File: src/rtl/stage_memory_lsu.sv
`timescale 1ns/1ps
// ---------------------------------------------------------------------------
// stage_memory_lsu
//   Memory-stage load/store unit sitting between the EX/MEM and MEM/WB
//   registers. Takes one memory op at a time from the pipeline, checks its
//   alignment, steers byte lanes onto a valid/ready memory bus, waits for the
//   read response (bounded by a timeout) and returns extended load data.
//   The pipeline is held with stall_out while an op is in flight.
//
// Ports
//   clk, reset           rising-edge clock, asynchronous active-low reset
//   op_valid/op_write    memory op present / 1=store 0=load
//   op_size              0=byte 1=half 2=word 3=dword (64-bit bus only)
//   op_unsigned          zero-extend (1) or sign-extend (0) load data
//   op_addr/op_wdata     byte address / right-justified store data
//   flush                nullify the current op
//   stall_out            hold the pipeline
//   result_valid         one-cycle completion pulse
//   result_data          extended load data, 0 for stores and errors
//   address_error        misaligned address or illegal size (combinational)
//   bus_error            timeout, coincident with result_valid
//   mem_req/mem_we       bus request / write
//   mem_addr/mem_be      bus-aligned address / byte enables
//   mem_wdata            store data replicated across all lanes
//   mem_ready            bus accepts when mem_req && mem_ready
//   mem_rvalid/mem_rdata read response
// ---------------------------------------------------------------------------
module stage_memory_lsu #(
    parameter int DATA_W  = 32,
    parameter int ADDR_W  = 32,
    parameter int TIMEOUT = 255
) (
    input  logic                clk,
    input  logic                reset,
    input  logic                op_valid,
    input  logic                op_write,
    input  logic [1:0]          op_size,
    input  logic                op_unsigned,
    input  logic [ADDR_W-1:0]   op_addr,
    input  logic [DATA_W-1:0]   op_wdata,
    input  logic                flush,
    output logic                stall_out,
    output logic                result_valid,
    output logic [DATA_W-1:0]   result_data,
    output logic                address_error,
    output logic                bus_error,
    output logic                mem_req,
    output logic                mem_we,
    output logic [ADDR_W-1:0]   mem_addr,
    output logic [DATA_W/8-1:0] mem_be,
    output logic [DATA_W-1:0]   mem_wdata,
    input  logic                mem_ready,
    input  logic                mem_rvalid,
    input  logic [DATA_W-1:0]   mem_rdata
);

    localparam int BYTES = DATA_W / 8;
    localparam int LB    = $clog2(BYTES);
    localparam int CNT_W = ($clog2(TIMEOUT + 1) > 8) ? $clog2(TIMEOUT + 1) : 8;

    localparam logic [2:0] S_IDLE  = 3'd0;
    localparam logic [2:0] S_REQ   = 3'd1;
    localparam logic [2:0] S_WAIT  = 3'd2;
    localparam logic [2:0] S_DRAIN = 3'd3;
    localparam logic [2:0] S_DONE  = 3'd4;

    // Address bits that must be zero for a naturally aligned access.
    function automatic logic [LB-1:0] size_mask(input logic [1:0] size);
        return LB'((1 << size) - 1);
    endfunction

    // A doubleword only exists on a 64-bit bus.
    function automatic logic illegal_size(input logic [1:0] size);
        return (size == 2'd3) && (DATA_W < 64);
    endfunction

    function automatic logic [BYTES-1:0] lane_mask(input logic [1:0] size,
                                                   input logic [LB-1:0] lane);
        logic [BYTES-1:0] base;
        case (size)
            2'd0:    base = BYTES'(1);
            2'd1:    base = BYTES'(3);
            2'd2:    base = BYTES'(15);
            default: base = '1;
        endcase
        return base << lane;
    endfunction

    // Repeat the low (8<<size) bits of the store data over every lane so the
    // enabled bytes always carry the right value regardless of the lane.
    function automatic logic [DATA_W-1:0] replicate(input logic [DATA_W-1:0] wd,
                                                    input logic [1:0] size);
        logic [DATA_W-1:0] r;
        int                nb;
        r  = '0;
        nb = 1 << size;
        for (int k = 0; k < BYTES; k++) begin
            r[8*k +: 8] = wd[8*(k % nb) +: 8];
        end
        return r;
    endfunction

    function automatic logic [DATA_W-1:0] extend_load(input logic [DATA_W-1:0] raw,
                                                      input logic [LB-1:0] lane,
                                                      input logic [1:0] size,
                                                      input logic uns);
        logic [DATA_W-1:0] sh;
        logic [DATA_W-1:0] res;
        sh = raw >> {lane, 3'b000};
        case (size)
            2'd0:    res = uns ? DATA_W'(sh[7:0])  : DATA_W'($signed(sh[7:0]));
            2'd1:    res = uns ? DATA_W'(sh[15:0]) : DATA_W'($signed(sh[15:0]));
            2'd2:    res = uns ? DATA_W'(sh[31:0]) : DATA_W'($signed(sh[31:0]));
            default: res = sh;
        endcase
        return res;
    endfunction

    logic [2:0]        state, state_d;
    logic [CNT_W-1:0]  cnt;
    logic              err_q;
    logic              cap_we;
    logic [1:0]        cap_size;
    logic              cap_uns;
    logic [LB-1:0]     cap_lane;
    logic [ADDR_W-1:0] addr_q;
    logic [BYTES-1:0]  be_q;
    logic [DATA_W-1:0] wdata_q;
    logic [DATA_W-1:0] rdata_q;

    logic misaligned, take, accept, tmo, to_err, done_load;

    assign misaligned = illegal_size(op_size) ||
                        ((op_addr[LB-1:0] & size_mask(op_size)) != '0);
    assign take       = (state == S_IDLE) && op_valid && !misaligned && !flush;
    assign accept     = (state == S_REQ) && mem_ready;
    assign tmo        = (cnt >= CNT_W'(TIMEOUT - 1));
    assign done_load  = (state == S_WAIT) && mem_rvalid && !flush;

    // Completion (accept/rvalid) wins over a timeout in the same cycle; a
    // flush wins over both. A load accepted in the flush cycle still owes a
    // response, so it goes through DRAIN.
    always_comb begin
        state_d = state;
        to_err  = 1'b0;
        case (state)
            S_IDLE:  if (take) state_d = S_REQ;
            S_REQ: begin
                if (flush)       state_d = (accept && !cap_we) ? S_DRAIN : S_IDLE;
                else if (accept) state_d = cap_we ? S_DONE : S_WAIT;
                else if (tmo) begin
                    state_d = S_DONE;
                    to_err  = 1'b1;
                end
            end
            S_WAIT: begin
                if (flush)           state_d = mem_rvalid ? S_IDLE : S_DRAIN;
                else if (mem_rvalid) state_d = S_DONE;
                else if (tmo) begin
                    state_d = S_DONE;
                    to_err  = 1'b1;
                end
            end
            S_DRAIN: if (mem_rvalid || tmo) state_d = S_IDLE;
            S_DONE:  state_d = S_IDLE;
            default: state_d = S_IDLE;
        endcase
    end

    always_ff @(posedge clk or negedge reset) begin
        if (!reset) begin
            state    <= S_IDLE;
            cnt      <= '0;
            err_q    <= 1'b0;
            cap_we   <= 1'b0;
            cap_size <= 2'd0;
            cap_uns  <= 1'b0;
            cap_lane <= '0;
            addr_q   <= '0;
            be_q     <= '0;
            wdata_q  <= '0;
            rdata_q  <= '0;
        end else begin
            state <= state_d;

            // DRAIN restarts the count so it gets a full timeout budget.
            if (take || (state_d == S_DRAIN && state != S_DRAIN))
                cnt <= '0;
            else if (state inside {S_REQ, S_WAIT, S_DRAIN})
                cnt <= cnt + CNT_W'(1);

            if (take) begin
                cap_we   <= op_write;
                cap_size <= op_size;
                cap_uns  <= op_unsigned;
                cap_lane <= op_addr[LB-1:0];
                addr_q   <= {op_addr[ADDR_W-1:LB], {LB{1'b0}}};
                be_q     <= lane_mask(op_size, op_addr[LB-1:0]);
                wdata_q  <= replicate(op_wdata, op_size);
            end

            // result_data only changes on entry to DONE and holds otherwise.
            if (state_d == S_DONE) begin
                err_q   <= to_err;
                rdata_q <= done_load ? extend_load(mem_rdata, cap_lane, cap_size, cap_uns)
                                     : '0;
            end
        end
    end

    assign address_error = (state == S_IDLE) && op_valid && misaligned && !flush;
    assign stall_out     = take || (state inside {S_REQ, S_WAIT, S_DRAIN});
    assign result_valid  = (state == S_DONE) && !flush;
    assign bus_error     = result_valid && err_q;
    assign result_data   = rdata_q;
    assign mem_req       = (state == S_REQ);
    assign mem_we        = cap_we;
    assign mem_addr      = addr_q;
    assign mem_be        = be_q;
    assign mem_wdata     = wdata_q;

endmodule

File: config.mk
export PLATFORM = sky130hd
export DESIGN_NAME = stage_memory_lsu
export DESIGN_NICKNAME = d
export VERILOG_FILES = /design/src/rtl/stage_memory_lsu.sv
export SDC_FILE = /design/constraint.sdc
export NUM_CORES = 1
export LEC_CHECK = 0
export ABC_AREA = 1
export CORE_MARGIN = 2
export CORE_UTILIZATION = 45
export CTS_CLUSTER_DIAMETER = 200
export DETAILED_ROUTE_END_ITERATION = 12
export PLACE_DENSITY = 0.75
export RECOVER_POWER = 50
export REMOVE_ABC_BUFFERS = 1
export SYNTH_ARGS = -nofsm -noshare
export SYNTH_HDL_FRONTEND = slang
export SYNTH_SLANG_ARGS = --single-unit
File: constraint.sdc
create_clock -name clk -period 3.4 [get_ports clk]
set_input_delay 0.68 -clock clk [delete_from_list [all_inputs] [get_ports clk]]
set_output_delay 0.68 -clock clk [all_outputs]
set_load 0.02 [all_outputs]
==> run summary <==
Pre-antenna DRT Iters: 5
Setup WS post-layout: -1.71 ns
Final Cycle Share: 150%
worst hold path class: reg2reg
syn avg cell area: 6.95 um^2
critical path arrival: 5.42 ns
CP bufs+invs: 6
max cap viols: 1
Cell Rows: 48
Most used DFF post-synth: dfrtp_1
Worst Path Max Fanout: 8
Pwr per Cell Area: 563 nW/um^2
1st-iter DRT viols: 728
Nets: 1594
Slew @ Worst Pin: 2.32 ns
CP dominant cell by count: nand2_1
vias in the first global route: 8958
first-pass GRT wire length: 43.2 mm
Gate Count Post-Synth: 1142
Via density: 5.40
Hold Violations, Final: 0
port bufs: 209
fillers: 1305
Reg-to-Reg Start: cnt[0]
hold_sp: mem_addr[12]
slowest CP cell: nor3_4
clock tree from TritonCTS: built
final instance area: 12500 um^2
Crit Path Category: in2reg
routability-driven placement congestion ratio: 0.917
TritonCTS buffer count: 17
RSZ-0062 raised after global routing: yes
Tot Pwr: 7.06 mW
largest net degree at the start of global routing: 64
CP startpoint kind: primary input
Synth cell types: 54
grt ovf: 0
number of synthesized flops with an enable pin: 0
share of cells above drive strength 1: 23.1%
root buffer cell: clkbuf_16
dpl hpwl: 19.0 mm
Clock Tree Buf Depth: 2
Initial Util: 46.0%
Static Leak: 6.08 nW
fin crit period: 5.11 ns
Critical Path Sink Type: flop
Syn. warnings: 0
final antenna diode count: 0
Routed Antenna Nets: 0
Final Slew Violations: 44
Mapped Area: 7930 um^2
global-route usage over all layers: 29.1%
full die area: 18700 um^2
clock-pin slew on the worst setup and hold paths: 0.06 ns
routed vias: 9234
worst vdd ir: 386 uV
I/O pin count: 212
clk sink count: 116
max_slew headroom: -54.5%
Final Util: 72.7%
H-tree Lvls: 4
Hold-fix buffers, CTS: 0
failing checks: capacitance limit, slew limit, setup timing
Layout area overhead: 58.1%
asr flop ratio synth: 100%
status: finished with violations
die height: 137 um
Max Fclk: 0.196 GHz
CP top delay family: simple AND/OR/NAND/NOR gates
Crit path required time: 3.71 ns
initial antenna violation count: 0
beginning of the critical path: op_size[1]
synthesized flop and latch total: 116
final setup fails: 32
Final Skew: 0.00820 ns
Die Wd: 137 um
Clock Latency Late Sink: 0.42 ns
DR WL/cell: 16.3 um
Core Box Area: 17200 um^2
sequential area share after synthesis: 36.6%
Remaining DRCs: 0
setup TNS: -30.97 ns
post-placement cell area: 11000 um^2
slowest cell delay on critical path: 0.27 ns
Routed WL: 27.8 mm
-- synth_stat cells (all sizes together) (2+ instances only) --
library cell / number / share of area, %
buf: 10 / 0.90
o211ai: 5 / 0.47
nand4: 28 / 2.6
mux2i: 7 / 0.88
a31oi: 10 / 0.79
a32o: 8 / 1.0
a22o: 2 / 0.22
o21ai: 128 / 8.1
nor3: 10 / 0.77
o21bai: 3 / 0.43
clkinv: 5 / 0.27
o31ai: 17 / 1.6
a21oi: 32 / 2.3
xor2: 2 / 0.22
ha: 15 / 2.4
clkbuf: 38 / 1.8
o22ai: 2 / 0.16
dfrtp: 116 / 37
inv: 150 / 7.2
nor2: 58 / 3.2
nand2: 380 / 19
nand3: 104 / 7.8
-- logic make-up (layout without fill, tap and decap cells) --
group,count (synthesis),count (layout),synth area share (%)
compound gates,214,214,15.8
buf+inv,203,545,10.2
simple gates,584,585,34.0
fa+ha+maj,15,15,2.37
xor+xnor,2,2,0.221
mux,7,7,0.883
flops,116,116,36.6
other cells,1,2,0.0473
-- state kept, by name (all words and copies together), names as in the netlist --
name,flops
mem_wdata,32
result_data,32
mem_addr,30
cnt,8
mem_be,4
state,3
cap_lane,2
cap_size,2
cap_uns,1
err_q,1
mem_we,1
-- metal layers --
metal	wire [um]	vias up	track usage, %
li1	-	4395	-
met1	11200	4311	36.6
met2	13600	454	48.7
met3	2180	74	6.07
met4	836	0	11.9
met5	0	-	0
-- power by group --
part	internal (mW)	leakage (nW)	total (mW)	switching, mW
Sequential	1.77	1.49	2.03	0.265
Clock	1.10	0.284	1.82	0.725
Combinational	1.41	4.30	3.20	1.79
-- area by class of cell --
type / instances / area, um^2 / share of cell area, %
inverter: 155 / 623 / 4.97
clock inverter: 15 / 174 / 1.39
timing repair buffer: 358 / 3300 / 26.4
clock buffer: 17 / 425 / 3.39
multi-input combinational: 825 / 4830 / 38.5
sequential: 116 / 2900 / 23.1
tap: 225 / 282 / 2.25
-- repair_timing --
action                     in CTS  in global routing
setup endpoints to repair      42                 33
cloned                          1                  1
gates resized for setup       134                 60
pin swaps                      67                 70
setup buffers                  32                  6
-- worst register-to-register path, cell delays in order (launching register included) --
cell and delay [ns]:
dfrtp_1 0.42, inv_1 0.07, ha_1 0.14, nor2_1 0.04, nor3_1 0.51, nor3_1 0.09
a21oi_1 0.15, o221ai_1 0.14, o211ai_1 0.14, nand2_1 0.09, inv_1 0.13, nand2_1 0.08
o21ai_0 0.17
-- final timing paths --
check | end | slack [ns] | cells after the start
setup / recovery | mem_wdata[5] | -1.71 | 43
hold / removal | mem_addr[12] | 0.47 | 2
setup reg to reg | cnt[0] | 1.14 | 12
hold reg to reg | mem_addr[12] | 0.47 | 2
max in group asynchronous | result_data[31] | 0.55 | 2
min in group asynchronous | mem_addr[19] | 0.95 | 1
-- placed cells by master, fill, tap and decap left out, drive strengths merged, types with 2 or more instances in the layout --
master | synthesis | layout
nand3 | 104 | 104
nor2 | 58 | 58
a22o | 2 | 2
xor2 | 2 | 2
nor3 | 10 | 10
clkinvlp | 0 | 3
o21bai | 3 | 3
ha | 15 | 15
dlygate4sd3 | 0 | 35
o22ai | 2 | 2
nand2 | 380 | 381
o211ai | 5 | 5
dfrtp | 116 | 116
conb | 1 | 2
mux2i | 7 | 7
inv | 150 | 157
buf | 10 | 148
a21oi | 32 | 32
o31ai | 17 | 17
clkinv | 5 | 8
clkdlybuf4s50 | 0 | 170
a31oi | 10 | 10
bufinv | 0 | 2
nand4 | 28 | 28
o21ai | 128 | 128
clkbuf | 38 | 21
a32o | 8 | 8
-- metrics by stage --
step | setup WS [ns] | instances | hold WS (ns)
4_1_cts | -1.58 | 1704 | 0.253
3_3_place_gp | -2.34 | 1639 | 0.462
6_report | -1.71 | 1711 | 0.472
3_5_place_dp | -2.58 | 1639 | 0.464
2_1_floorplan | -3.39 | 1095 | 0.384
5_1_grt | -2.08 | 1711 | 0.489
(Power assumes the default switching activity.)
